[src/rtl/ncore_rst_seq.sv]
// ncore_rst_seq: power-up reset sequencer releasing channels in order, with masked warm-reset replay.
module ncore_rst_seq #(
  parameter int NUM_CH      = 4,
  parameter int RST_CYCLES  = 5,
  parameter int GAP_CYCLES  = 2,
  parameter int SYNC_STAGES = 2,
  parameter int CNT_W       = 8
) (
  input  logic              clk_fr,
  input  logic              rst,
  input  logic              sw_rst_req,
  input  logic [NUM_CH-1:0] ch_mask,
  output logic [NUM_CH-1:0] rst_out_n,
  output logic              sw_rst_ack,
  output logic              seq_done,
  output logic [1:0]        seq_state
);
  typedef enum logic [1:0] {HOLD = 2'd0, RELEASE = 2'd1, DONE = 2'd2, SW = 2'd3} state_t;
  localparam int MAXC = RST_CYCLES > GAP_CYCLES ? RST_CYCLES : GAP_CYCLES;
  localparam int IW = $clog2(NUM_CH + 1);
  if (CNT_W < 31 && (2 ** CNT_W) - 1 < MAXC) begin : g_cnt_chk
    $error("CNT_W too small for RST_CYCLES/GAP_CYCLES");
  end
  logic [SYNC_STAGES-1:0] sync;
  logic                   irst_n;
  state_t                 state, state_n;
  logic [CNT_W-1:0]       cnt, cnt_n;
  logic [IW-1:0]          idx, idx_n;
  logic [NUM_CH-1:0]      out, out_n, pend, pend_n, mask_q, mask_n, low;
  logic                   first, first_n, ack, ack_n, req_q, rise, rst_hit, gap_hit, hold_ph;
  always_ff @(posedge clk_fr or negedge rst)
    if (!rst) sync <= '0;
    else sync <= {sync[SYNC_STAGES-2:0], 1'b1};
  assign irst_n  = sync[SYNC_STAGES-1];
  assign rise    = sw_rst_req & ~req_q;
  assign rst_hit = cnt == CNT_W'(RST_CYCLES - 1);
  assign gap_hit = cnt == CNT_W'(GAP_CYCLES - 1);
  assign low     = pend & (~pend + NUM_CH'(1));
  // Nothing released yet in SW means the initial hold still applies.
  assign hold_ph = pend == mask_q;
  always_comb begin
    state_n = state;
    cnt_n   = cnt;
    idx_n   = idx;
    out_n   = out;
    pend_n  = pend;
    mask_n  = mask_q;
    first_n = first;
    ack_n   = 1'b0;
    case (state)
      HOLD:
        if (rst_hit) begin
          state_n = RELEASE;
          out_n   = NUM_CH'(1);
          idx_n   = IW'(1);
          cnt_n   = '0;
        end else cnt_n = cnt + 1'b1;
      RELEASE:
        if (idx == IW'(NUM_CH)) state_n = DONE;
        else if (gap_hit) begin
          out_n = out | (NUM_CH'(1) << idx);
          idx_n = idx + 1'b1;
          cnt_n = '0;
        end else cnt_n = cnt + 1'b1;
      DONE:
        if (rise) begin
          state_n = SW;
          mask_n  = ch_mask;
          pend_n  = ch_mask;
          first_n = 1'b1;
          cnt_n   = '0;
        end
      SW:
        if (pend == '0) begin
          state_n = DONE;
          ack_n   = 1'b1;
        end else if (first) begin
          out_n   = out & ~pend;
          first_n = 1'b0;
          cnt_n   = '0;
        end else if (hold_ph ? rst_hit : gap_hit) begin
          out_n  = out | low;
          pend_n = pend & ~low;
          cnt_n  = '0;
        end else cnt_n = cnt + 1'b1;
      default: state_n = HOLD;
    endcase
  end
  always_ff @(posedge clk_fr or negedge irst_n)
    if (!irst_n) begin
      state  <= HOLD;
      cnt    <= '0;
      idx    <= '0;
      out    <= '0;
      pend   <= '0;
      mask_q <= '0;
      first  <= 1'b0;
      ack    <= 1'b0;
      req_q  <= 1'b0;
    end else begin
      state  <= state_n;
      cnt    <= cnt_n;
      idx    <= idx_n;
      out    <= out_n;
      pend   <= pend_n;
      mask_q <= mask_n;
      first  <= first_n;
      ack    <= ack_n;
      req_q  <= sw_rst_req;
    end
  assign rst_out_n  = out;
  assign sw_rst_ack = ack;
  assign seq_done   = state == DONE;
  assign seq_state  = state;
endmodule

[config.mk]
export PLATFORM = sky130hd
export DESIGN_NAME = ncore_rst_seq
export DESIGN_NICKNAME = d
export VERILOG_FILES = /design/src/rtl/ncore_rst_seq.sv
export SDC_FILE = /design/constraint.sdc
export NUM_CORES = 1
export LEC_CHECK = 0
export CAP_MARGIN = 20
export CORE_MARGIN = 8
export CORE_UTILIZATION = 50
export CTS_BUF_LIST = sky130_fd_sc_hd__clkbuf_8
export CTS_CLUSTER_DIAMETER = 150
export DETAILED_ROUTE_END_ITERATION = 8
export DONT_BUFFER_PORTS = 1
export PLACE_DENSITY_LB_ADDON = 0.05
export SLEW_MARGIN = 20
export SYNTH_ARGS = -nofsm -noshare
export SYNTH_HDL_FRONTEND = slang
export SYNTH_SLANG_ARGS = --single-unit
[constraint.sdc]
create_clock -name clk_fr -period 1 [get_ports clk_fr]
set_clock_uncertainty 0.1 [all_clocks]
set_input_delay 0.3 -clock clk_fr [delete_from_list [all_inputs] [get_ports clk_fr]]
set_output_delay 0.3 -clock clk_fr [all_outputs]
set_load 0.05 [all_outputs]
== Yosys cells after proc, flatten, opt, wreduce, memory -nomap -nowiden ==
Index checks and enable logic that the tools add are counted.

* $add $sub $neg: 3
* Equal/unequal tests: 17
* Shift operators: 1
* Muxes and demuxes: 35
* Bitwise operators: 9
* Reduce and logical (&&, ||, !) cells: 12

{| class="wikitable"
|+ Operators by type and width
! kind !! number
|-
| 8-bit two-way mux || 7
|-
| 4-bit two-way mux || 10
|-
| 8-bit case mux with 4 select lines || 1
|-
| 2-bit != test, second input constant || 8
|-
| 4-bit AND || 3
|-
| 4-bit case mux with 3 select lines || 1
|-
| 3-bit two-way mux || 3
|-
| 8-bit by 1-bit adder with 8-bit output, second input constant || 1
|-
| 8-bit by 1-bit equality test with 1-bit output, second input constant || 1
|-
| 8-bit by 3-bit equality test with 1-bit output, second input constant || 1
|-
| 2-bit two-way mux || 4
|-
| 4-bit NOT || 2
|-
| 4-bit bitwise OR || 2
|-
| 2-bit case mux with 4 select lines || 1
|-
| 4-bit case mux with 2 select lines || 1
|-
| 4-bit AND reduction || 2
|-
| 3-bit case mux with 2 select lines || 1
|-
| 3-bit AND reduction || 2
|-
| 6-bit AND reduction || 1
|-
| 1-bit two-way mux || 5
|-
| 5-bit AND reduction || 1
|-
| 4-bit by 1-bit adder with 4-bit output, second input constant || 1
|-
| 2-bit equality test, second input constant || 2
|-
| 4-bit equality test || 1
|-
| other kinds (14) || 15
|}

* Register bits after elaboration: 30
* Input port bits: 7
* Output and inout bits: 8
* Logic and storage cells: 87

== Logic depth before layout (Yosys ltp) ==
* Depth after elaboration: 9
* Depth in mapped cells: 8
* Mapped depth without buffers: 7

== Worst setup path after synthesis ==
No wires, ideal clock.

* Kind: register to register
* Start point: reg state[0] (netlist: seq_state[0])
* End point: reg pend[2]
* Setup time: 0.138 ns
* Arrival time: 1.878 ns
* Required time: 0.762 ns
* Setup slack: -1.116 ns
* Stages on the path, launching flop included: 7
* Buffers on the path: 0
* Clock period less this slack: 2.116 ns
* Cell sequence: dfrtp_1 > nand2b_1 > inv_1 > and2_1 > nor2_1 > a21oi_1 > o221ai_1

* Longest elaborated chain between the ends: 3
* Elaborated cells between the ends (all ways): 9
* Classes of those cells: eq/ne (6); mux (1); reduce/logical (2)

{| class="wikitable"
|+ Ends and longest elaborated chain
! element !! RTL line !! RTL
|-
| from (decl) || 26 || <nowiki>state_t state, state_n;</nowiki>
|-
| from (signal assigned) || 101 || <nowiki>state <= state_n;</nowiki>
|-
| 2-bit equality test * || n/a ||
|-
| net seq_done || 15 || <nowiki>output logic seq_done,</nowiki>
|-
| 2-bit by 1-bit != test with 1-bit output (no source line) / 2-bit nonzero test (equally long branches) || n/a ||
|-
| 5-bit AND reduction (no source line) || n/a ||
|-
| to (signal assigned) || 105 || <nowiki>pend <= pend_n;</nowiki>
|-
| to (decl) || 29 || <nowiki>logic [NUM_CH-1:0] out, out_n, pend, pend_n, mask_q, mask_n, low;</nowiki>
|}

The timed path passes the listed nets; every way through them passes the cells marked *.
A chain may end at the register's enable or synchronous reset.

== Worst setup path after layout ==
* Start point: reg cnt[6]
* End point: reg out[1] (netlist: rst_out_n[1])

* Longest elaborated chain between the ends: 4
* Elaborated cells between the ends (all ways): 7
* Classes of those cells: eq/ne (5); mux (1); reduce/logical (1)

{| class="wikitable"
|+ Ends and longest elaborated chain
! element !! RTL line !! RTL
|-
| from (decl) || 27 || <nowiki>logic [CNT_W-1:0] cnt, cnt_n;</nowiki>
|-
| from (signal assigned) || 102 || <nowiki>cnt <= cnt_n;</nowiki>
|-
| 8-bit by 1-bit equality test with 1-bit output / 8-bit by 3-bit equality test with 1-bit output (equally long branches) || 37, 36 ||
|-
| 1-bit two-way mux || 81 || <nowiki>end else if (hold_ph ? rst_hit : gap_hit) begin</nowiki>
|-
| 3-bit != test (no source line) || n/a ||
|-
| 6-bit AND reduction (no source line) * || n/a ||
|-
| to (signal assigned) || 104 || <nowiki>out <= out_n;</nowiki>
|-
| to (decl) || 29 ||
|}

Mark *: on every way between the ends. The rest lies on a longest branch, timed or not.

==> results.cfg <==
[clock_tree]
numCtsBuffers = 5
htreeDepth = 2
cts-root-to-sink-buffers = 2
path_clk_slew_ns = 0.07
cts_tree = yes
cts_sinks = 30
clk-insertion-delay-late_ns = 0.29
root_buffer = clkbuf_8

[place]
place_congestion = 0.893
numPortBuffers = 0
place_area_um2 = 2400
hpwlAfterDp_um = 3640
post-place-ws_ns = -1.04

[global_routing]
grt_pass1_vias = 1892
grt_pass1_wl_um = 9330
grt_usage_pct = 19.9
antenna_found_initial = 0
grt_max_degree = 29
gr-total-overflow = 0

[setup_path]
ff2ff_setup_slack_ns = -1.10
crit_chain = or4_4, nor3_4, mux2i_2, a21o_1, buf_6, o22a_1
slowest_stage = or4_4
required_ns = 1.08
rr_endpoint = rst_out_n[1]
cp.depth = 6
reg2reg_from = cnt[6]
cp-startpoint = cnt[6]
crit_path_end = rst_out_n[1]
worstPathArrival_ns = 2.18
worst_setup_path_end_kind = register
r2r_cells = 6
path_max_fanout = 5
critPathBufInv = 1
path_class = reg2reg
critPathTopFamily = simple AND/OR/NAND/NOR gates
cp-start-kind = register
max_stage_delay_ns = 0.62

[synth]
syn_avg_cell_area_um2 = 8.82
synth-seq-cells = 30
synth_largest_area_cell = dfrtp_1
synth_seq_area_share_pct = 41.7
synthCells = 204
synth-async-reset-ratio_pct = 100
synth_top_area_share_pct = 41.7
syn_nets = 219
ys.flop_type = dfrtp_1
synth.area.top_cells = dfrtp_1, nand2_1, ha_1, o21ai_0, nand2b_1
yosys_warnings = 0
synth_edf_count = 0
synth.distinct_cells = 47
synth_area_um2 = 1800

[layout]
final_area_um2 = 2950
layout_commonest_cell = buf_4
diodes = 0
final_cell_mix = buf_4, nand2_1, dfrtp_1, buf_6, o21ai_0
drive_gt1_share_pct = 49.3
syn_to_final_growth_pct = 63.9
nets = 304

[route]
drt_iter0_drc = 203
drcViolationCount = 0
avgRoutedWirePerCell_um = 19.2
vias = 1956
vias_per_cell = 5.82
routed_wl_um = 6460
ant_nets = 0
firstDrtPassIters = 5

[power]
power_mw = 2.33
power_density_nw_per_um2 = 790
peakVddDrop_v = 0.000751
p_leak_nw = 1.36

[sta]
drv_slew = 0
hold_ws_ns = 0.0252
hold_viol = 0
period_minus_slack_ns = 2.10
period_share_pct = 210
setup_viol = 35
post-route-worst-setup-slack_ns = -1.10
fmax_mhz = 477
grt_setup_unrepaired = true
setup_tns_ns = -25.59

[die]
die_h_um = 76.0
die-area_um2 = 5770
core_um2 = 3390
initial_core_util_pct = 53.1
io_pins = 15
die_w_um = 76.0
rows = 21

[job]
maxCapViolations = 0

[outcome]
violations = setup timing
status = complete, but fails checks

[min_path]
hp-class = in2reg
## per-stage QoR
step	utilization (%)	cells
after detailed placement	70.9	310
final	87.0	336
after global routing	87.0	336
after floorplan	-	204
after global placement	70.9	310
after CTS	81.8	327
## power by group
group / total (mW) / switching, mW / internal (mW)
sequential: 1.22 / 0.00293 / 1.22
clock: 1.05 / 0.502 / 0.553
combinational: 0.0528 / 0.0347 / 0.0181
## flip-flops by register name, indices dropped and copies added, names as in the netlist, 2 cells and up
name	cells
mask_q	4
idx	3
pend	4
seq_state	2
rst_out_n	4
cnt	8
sync	2
## worst min path at each step
| stage | from | end | slack (ns) | cells after the start |
|---|---|---|---|---|
| floorplan | rst | sync[0] | -0.1 | 0 |
| global placement | rst | sync[0] | -0.1 | 0 |
| detailed placement | rst | sync[0] | -0.1 | 0 |
| CTS | ch_mask[3] | mask_q[3] | 0.04 | 2 |
| global route | ch_mask[0] | pend[0] | 0.01 | 2 |
| finish | ch_mask[0] | mask_q[0] | 0.03 | 2 |
## cells in the mapped netlist, types with 3 or more instances
cell,count
nand2_1,42
dfrtp_1,30
o21ai_0,12
inv_1,10
nor2_1,10
a21oi_1,8
ha_1,8
nand2b_1,8
clkbuf_1,6
nor3_1,6
o211ai_1,6
o21ai_1,6
xor2_1,4
a221oi_1,3
mux2i_1,3
nand3_1,3
nor2b_1,3
o22a_1,3
## area by class of cell
class                           count  area, um2
Fill cell                         164        440
Clock buffer                        6       82.6
Sequential cell                    30        757
Clock inverter                      2       12.5
Timing Repair Buffer               85        786
Tap cell                           46       57.6
Inverter                           10       41.3
Multi-Input combinational cell    157       1210
## cells by family (layout without fill, tap and decap cells)
group	count (synthesis)	after routing	synth area share, %
AOI/OAI and AO/OA	50	50	18.2
xor gates and xnor gates	4	4	1.95
adders and majority gates	8	8	5.56
buffers and inverters	17	103	3.62
DFF	30	30	41.7
muxes	6	6	3.89
other	1	1	0.208
and+or+nand+nor	88	88	24.9
## per-layer routing
layer	global-route usage, %	wire length [um]	vias up
li1	-	-	888
met3	5.31	441	15
met2	33.4	3390	104
met1	23.3	2510	949
met5	0	0	-
met4	8.24	121	0
## repair_timing
item / in CTS / in global routing
setup buffers: 6 / 10
gates resized for setup: 51 / 25
endpoints found under the hold margin: 3 / 0
pin swaps: 19 / 12
endpoints found under the setup margin: 35 / 35
hold buffers: 2 / 0
cloned: 1 / 0
(Power assumes the default switching activity.)
